<file path="config.mk">
export PLATFORM = sky130hd
export DESIGN_NAME = mac_accum
export DESIGN_NICKNAME = d
export VERILOG_FILES = /design/src/rtl/mac_accum.sv
export SDC_FILE = /design/constraint.sdc
export NUM_CORES = 1
export LEC_CHECK = 0
export ABC_AREA = 0
export ABC_CLOCK_PERIOD_IN_PS = 8550
export CAP_MARGIN = 20
export CORE_MARGIN = 4
export CORE_UTILIZATION = 38
export DETAILED_ROUTE_END_ITERATION = 16
export GPL_ROUTABILITY_DRIVEN = 1
export GPL_TIMING_DRIVEN = 0
export REMOVE_ABC_BUFFERS = 1
export SLEW_MARGIN = 20
export SYNTH_ARGS = -nofsm -noshare
export SYNTH_HDL_FRONTEND = slang
export SYNTH_SLANG_ARGS = --single-unit
</file>
<file path="constraint.sdc">
create_clock -name clk -period 8.55 [get_ports clk]
set_input_delay 0.855 -clock clk [delete_from_list [all_inputs] [get_ports clk]]
set_output_delay 0.855 -clock clk [all_outputs]
set_load 0.02 [all_outputs]
</file>
<file path="src/rtl/mac_accum.sv">
// Two-stage multiply-accumulate: registers 4x4 operand pairs, multiplies them in
// dadda, sums LEN products into acc. Optional build macro MAC_SAT_EN clamps acc on overflow.

module dadda (
  input  logic [3:0] a,
  input  logic [3:0] b,
  output logic [8:1] p
);
  logic [7:0] a_ext, b_ext;

  assign a_ext = {4'b0000, a};
  assign b_ext = {4'b0000, b};
  assign p     = a_ext * b_ext;
endmodule

module mac_accum #(
  parameter int ACC_W = 12,
  parameter int LEN   = 4
) (
  input  logic             clk,
  input  logic             rst,
  input  logic             in_valid,
  output logic             in_ready,
  input  logic [3:0]       a,
  input  logic [3:0]       b,
  output logic             out_valid,
  input  logic             out_ready,
  output logic [ACC_W-1:0] acc,
  output logic             ovf
);
  localparam int CNT_W = $clog2(LEN + 1);

  typedef enum logic [1:0] {ACCUM, FLUSH, HOLD} state_t;

  state_t           state_q, state_d;
  logic [CNT_W-1:0] cnt_q, cnt_d;
  logic [3:0]       a_q, a_d, b_q, b_d;
  logic             v1_q, v1_d;
  logic [ACC_W-1:0] acc_q, acc_d;
  logic             ovf_q, ovf_d;

  logic             accept;
  logic [8:1]       prod;
  logic [ACC_W:0]   sum;

  dadda u_mul (.a(a_q), .b(b_q), .p(prod));

  assign in_ready  = (state_q == ACCUM);
  assign out_valid = (state_q == HOLD);
  assign acc       = acc_q;
  assign ovf       = ovf_q;

  assign accept = in_valid && in_ready;
  // Extra top bit captures the carry out of the accumulator.
  assign sum    = {1'b0, acc_q} + {{(ACC_W - 7){1'b0}}, prod};

  always_comb begin
    state_d = state_q;
    cnt_d   = cnt_q;
    a_d     = a_q;
    b_d     = b_q;
    v1_d    = accept;
    acc_d   = acc_q;
    ovf_d   = ovf_q;

    if (accept) begin
      a_d   = a;
      b_d   = b;
      cnt_d = cnt_q + CNT_W'(1);
    end

    if (v1_q) begin
      ovf_d = ovf_q | sum[ACC_W];
`ifdef MAC_SAT_EN
      acc_d = sum[ACC_W] ? {ACC_W{1'b1}} : sum[ACC_W-1:0];
`else
      acc_d = sum[ACC_W-1:0];
`endif
    end

    // v1 is always clear in HOLD, so the drain never races an add.
    case (state_q)
      ACCUM: if (accept && cnt_q == CNT_W'(LEN - 1)) state_d = FLUSH;
      FLUSH: state_d = HOLD;
      HOLD: begin
        if (out_ready) begin
          acc_d   = '0;
          ovf_d   = 1'b0;
          cnt_d   = '0;
          state_d = ACCUM;
        end
      end
      default: state_d = ACCUM;
    endcase
  end

  always_ff @(posedge clk) begin
    if (rst) begin
      state_q <= ACCUM;
      cnt_q   <= '0;
      a_q     <= '0;
      b_q     <= '0;
      v1_q    <= 1'b0;
      acc_q   <= '0;
      ovf_q   <= 1'b0;
    end else begin
      state_q <= state_d;
      cnt_q   <= cnt_d;
      a_q     <= a_d;
      b_q     <= b_d;
      v1_q    <= v1_d;
      acc_q   <= acc_d;
      ovf_q   <= ovf_d;
    end
  end
endmodule

</file>
# After elaboration in Yosys (flattened, before gate mapping)
# Cells that the tools add are included.
[op_classes]
multipliers = 1
add_sub_neg = 2
bitwise_logic = 1
n_reduce_logical = 4
eq_ne = 5
n_mux = 12
[op_table]
columns = ["cell", "count"]
rows = [
  ["12-bit two-way mux", 3],
  ["12-bit by 8-bit adder with 13-bit output", 1],
  ["3-bit two-way mux", 3],
  ["4-bit by 4-bit multiplier with 8-bit output", 1],
  ["2-bit case mux with 3 select lines", 1],
  ["2-bit two-way mux", 2],
  ["2-bit by 1-bit inequality test with 1-bit output, second input constant", 2],
  ["3-bit by 1-bit adder with 3-bit output, second input constant", 1],
  ["3-bit by 2-bit equality test with 1-bit output, second input constant", 1],
  ["1-bit two-way mux", 3],
  ["2-bit by 1-bit equality test with 1-bit output, second input constant", 1],
  ["2-bit equality test, second input constant", 1],
  ["1-bit logical AND", 2],
  ["2-bit zero test", 1],
  ["2-bit AND reduction", 1],
  ["1-bit bitwise OR", 1],
]
[word_totals]
output_inout_bits = 15
register_bits = 27
in_bits = 12

# Longest topological paths before layout
[logic_depth]
ltp_word = 6
mapped_depth = 13
mapped_depth_nobuf = 13

# Hierarchy
# From an unflattened synthesis, not the netlist that was laid out.
[unflattened]
hier_cells = 206
area_unflattened_um2 = 1831.8
[modules_own_cells]
columns = ["mod", "seq_area_each_um2", "cells_each", "instances", "area_each_um2"]
rows = [
  ["mac_accum", 540.5, 155, 1, 1367.6],
  ["dadda", 0.0, 51, 1, 464.2],
]

# Worst setup path after synthesis
# OpenSTA, ideal clock, no wires.
[synth_path]
path_type = "register to register"
start = "register b_q[3]"
end = "register acc_q[11], in the netlist acc[11]"
synth_period_minus_slack_ps = 3211
setup_ps = 71
path_stages_with_launch = 12
t_arrival_ps = 3141
required_time_ps = 8479
path_slack_ps = 5339
path_cell_list = "dfxtp_1 > nand2_1 > fa_1 > fa_1 > fa_1 > inv_1 > ha_1 > nand2b_1 > a21o_1 > and3_1 > or3_1 > a21oi_1"
[synth_via]
elab_chain_len = 5
[synth_lines]
columns = ["item", "line", "rtl"]
rows = [
  ["start, declared", "37", "logic [3:0] a_q, a_d, b_q, b_d;"],
  ["start signal, assigned", "102", "b_q <= '0;"],
  ["start signal, assigned", "110", "b_q <= b_d;"],
  ["4-bit by 4-bit multiplier with 8-bit output *", "13", "assign p = a_ext * b_ext;"],
  ["12-bit by 8-bit adder with 13-bit output *", "55", "assign sum = {1'b0, acc_q} + {{(ACC_W - 7){1'b0}}, prod};"],
  ["12-bit two-way mux *", "72", "if (v1_q) begin"],
  ["12-bit two-way mux", "86", "if (out_ready) begin"],
  ["12-bit two-way mux *", "82", "case (state_q)"],
  ["end signal, assigned", "104", "acc_q <= '0;"],
  ["end signal, assigned", "112", "acc_q <= acc_d;"],
  ["end, declared", "39", "logic [ACC_W-1:0] acc_q, acc_d;"],
]
# Mark *: on every way between the ends. The rest lies on a longest branch, timed or not.
# A chain may end at the register's enable or synchronous reset.

# Final worst setup path
# Ends and elaborated chain as after synthesis.

==> metrics.cfg <==
[route]
drt-pass1-iter-count=4
ant_nets=0
drc_errors=0
drt_iter0_drc=62
wl_per_cell_um=11.25
viasPerCell=4.783
vias=1478
wirelength_um=3476

[sta]
tightest_slew_ns=0.7133
setup_viol=0
clock.fmax_mhz=293.5
post-route-period-util=0.3986
rsz0062_at_grt=no
hold_viol=0
layout_min_cycle_time_ns=3.408
slew_headroom=0.5238
clock_skew_ns=0.003219
fin_ws_ns=5.142
setup_tns_ns=0
slew_viol_final=0

[global_routing]
grt_pass1_wl_um=6210
grt.overflow.total=0
grt_pass1_vias=1394
grt_antenna_before_repair=0
grt_max_degree=21
grtUsageTotal=0.1255

[worst_setup_path]
cp_data_required_time_ns=8.76
cp_max_fo=5
worst_r2r_endpoint=acc[11]$_SDFF_PP0_
r2r_slack_ns=5.14
cp.arrival_ns=3.61
reg2reg_depth=11
critPathCaptureType=register
cp-endpoint=acc[11]$_SDFF_PP0_
r2r-start=b_q[3]$_SDFFE_PP0P_
critical_path_class=register to register
critPathLaunchType=register
startpoint=b_q[3]$_SDFFE_PP0P_

[die]
die_w_um=77.72
io_pins=27
start_util=0.3910
fp.dieH_um=77.72
fp.coreArea_um2=4723
rows=25
dieArea_um2=6040

[min_path]
min_from=cnt_q[1]$_SDFF_PP0_
hp-class=register to register

[synth]
synth.area.mux_share=0.02710
synth_edf_count=0
synthXorXnorAreaFrac=0.03320
yosysTopAreaCell=dfxtp_1
synthAdderAreaFrac=0.2331
synth_cells=217
netlist_area_um2=1847
synth-seq-area-share=0.2927
synth.avg_cell_area_um2=8.510
synth-compound-area-share=0.1369
ys_async_sr_fraction=0
synth_area_leaders=dfxtp_1 29%, ha_1 14%, fa_1 9.8%
synth_top_area_share=0.2927
ys_ff_latch=27
synth-simple-area-share=0.2100
synth_top_family_by_area=adder cells
ys_warn_count=0
ys_types=38
ys.flop_type=dfxtp_1

[final_layout]
multi_input_area_um2=1182
antenna_cells=0
fillers=487
drive_gt1_frac=0.02066
fin_nets=284
layout_common_cells=28 x inv_1, 28 x nand2_1, 27 x dfxtp_1
seqCellArea_um2=540.5
syn_to_final_growth_pct=20.05

[clock_network]
cts_resized=0
cts-root-buf=clkbuf_8
cts_sinks=27
cts_max_level=1
cts_tree=done
cts_buffers=3
clk_pin_slew_ns=0.09
postCtsHoldBufs=0
cts_max_path_buffers=2
insertion_delay_ns=0.27
cts_setup_buffers=0

[power]
vdd_drop_max_v=0.00006126
power.density_nw_per_um2=108.2
p_int_uw=178.5
switching_share=0.2558
p_comb_frac=0.126
clkPwrFrac=0.309
p_leak_nw=0.9993
switching_power_uw=61.35
p_seq_frac=0.565

[run_status]
status=complete, no violations

[placement]
pre_cts_ws_ns=5.137
globalplace.congestion=0.7765
dp_hpwl_um=2708
port_buffers=26

[flow_run]
drv_cap=0

-- power groups by stage --
stage / combinational [mW] / sequential, mW / clock (mW)
after floorplan: 0.0183 / 0.138 / 0
after global placement: 0.0302 / 0.138 / 0
after detailed placement: 0.0308 / 0.139 / 0
after CTS: 0.0309 / 0.136 / 0.0789
after global routing: 0.0349 / 0.136 / 0.0830
final: 0.0303 / 0.135 / 0.0740
-- Yosys cell counts, types with 2 or more instances --
| cell type | n |
|---|---|
| clkbuf_1 | 4 |
| nand3b_1 | 2 |
| a21o_1 | 6 |
| or4b_1 | 2 |
| ha_1 | 20 |
| nor2b_1 | 2 |
| mux2i_1 | 5 |
| o21ai_1 | 2 |
| and2_1 | 14 |
| xor2_1 | 2 |
| nand2_1 | 28 |
| fa_1 | 9 |
| xnor2_1 | 5 |
| nor2_1 | 16 |
| nand2b_1 | 4 |
| a21oi_1 | 16 |
| a211oi_1 | 2 |
| or3_1 | 2 |
| dfxtp_1 | 27 |
| inv_1 | 28 |
| o21ai_0 | 3 |
| and3_1 | 2 |
-- how the worst min path moves through the flow --
stage	end	cells after the start
floorplan	cnt_q[1]$_SDFF_PP0_	2
global placement	cnt_q[1]$_SDFF_PP0_	2
detailed placement	cnt_q[1]$_SDFF_PP0_	2
CTS	cnt_q[1]$_SDFF_PP0_	2
global route	cnt_q[1]$_SDFF_PP0_	2
finish	cnt_q[1]$_SDFF_PP0_	2
-- metal layers --
layer | vias to the layer above | wire length, um | track usage
met3 | 5 | 95 | 0.01740
met5 | - | 0 | 0
met1 | 685 | 1762 | 0.1680
met4 | 0 | 44 | 0.04270
met2 | 18 | 1574 | 0.2063
li1 | 770 | - | -
-- registers in the layout (all words and copies together), names as in the netlist --
signal and flops:
a_q 4, acc 12, b_q 4, cnt_q 3
ovf 1, state_q 2, v1_q 1
-- through the flow --
stage | utilization | total power [mW] | hold slack, ns | area (um2) | std cells
after detailed placement | 0.4599 | 0.1694 | 0.4554 | 2172 | 305
after global placement | 0.4599 | 0.1687 | 0.4469 | 2172 | 305
after CTS | 0.4694 | 0.2456 | 0.4699 | 2217 | 309
after floorplan | - | 0.1561 | 0.4400 | 1828 | 212
after global routing | 0.4694 | 0.2544 | 0.4902 | 2217 | 309
final | 0.4694 | 0.2398 | 0.4653 | 2217 | 309
-- critical path, cell delays in order, from the launching register on --
cell      delay [ns]
dfxtp_1         0.41
nand2_1         0.10
fa_1            0.51
fa_1            0.51
fa_1            0.51
inv_1           0.04
ha_1            0.35
nand2b_1        0.10
a21o_1          0.19
and3_1          0.16
or3_1           0.34
a21oi_1         0.13
-- kinds of logic after synthesis --
family	count (synthesis)
and+or+nand+nor	77
adders and majority gates	29
muxes	5
xor gates and xnor gates	7
AOI/OAI and AO/OA	39
buffers and inverters	33
DFF	27
-- layout make-up --
cell class,instances,area share
tap,67,0.03781
inverter,28,0.04740
clock buffer,4,0.02032
multi-input combinational,157,0.5333
sequential,27,0.2438
timing repair buffer,26,0.1174
Power figures use the tool's default switching activity.
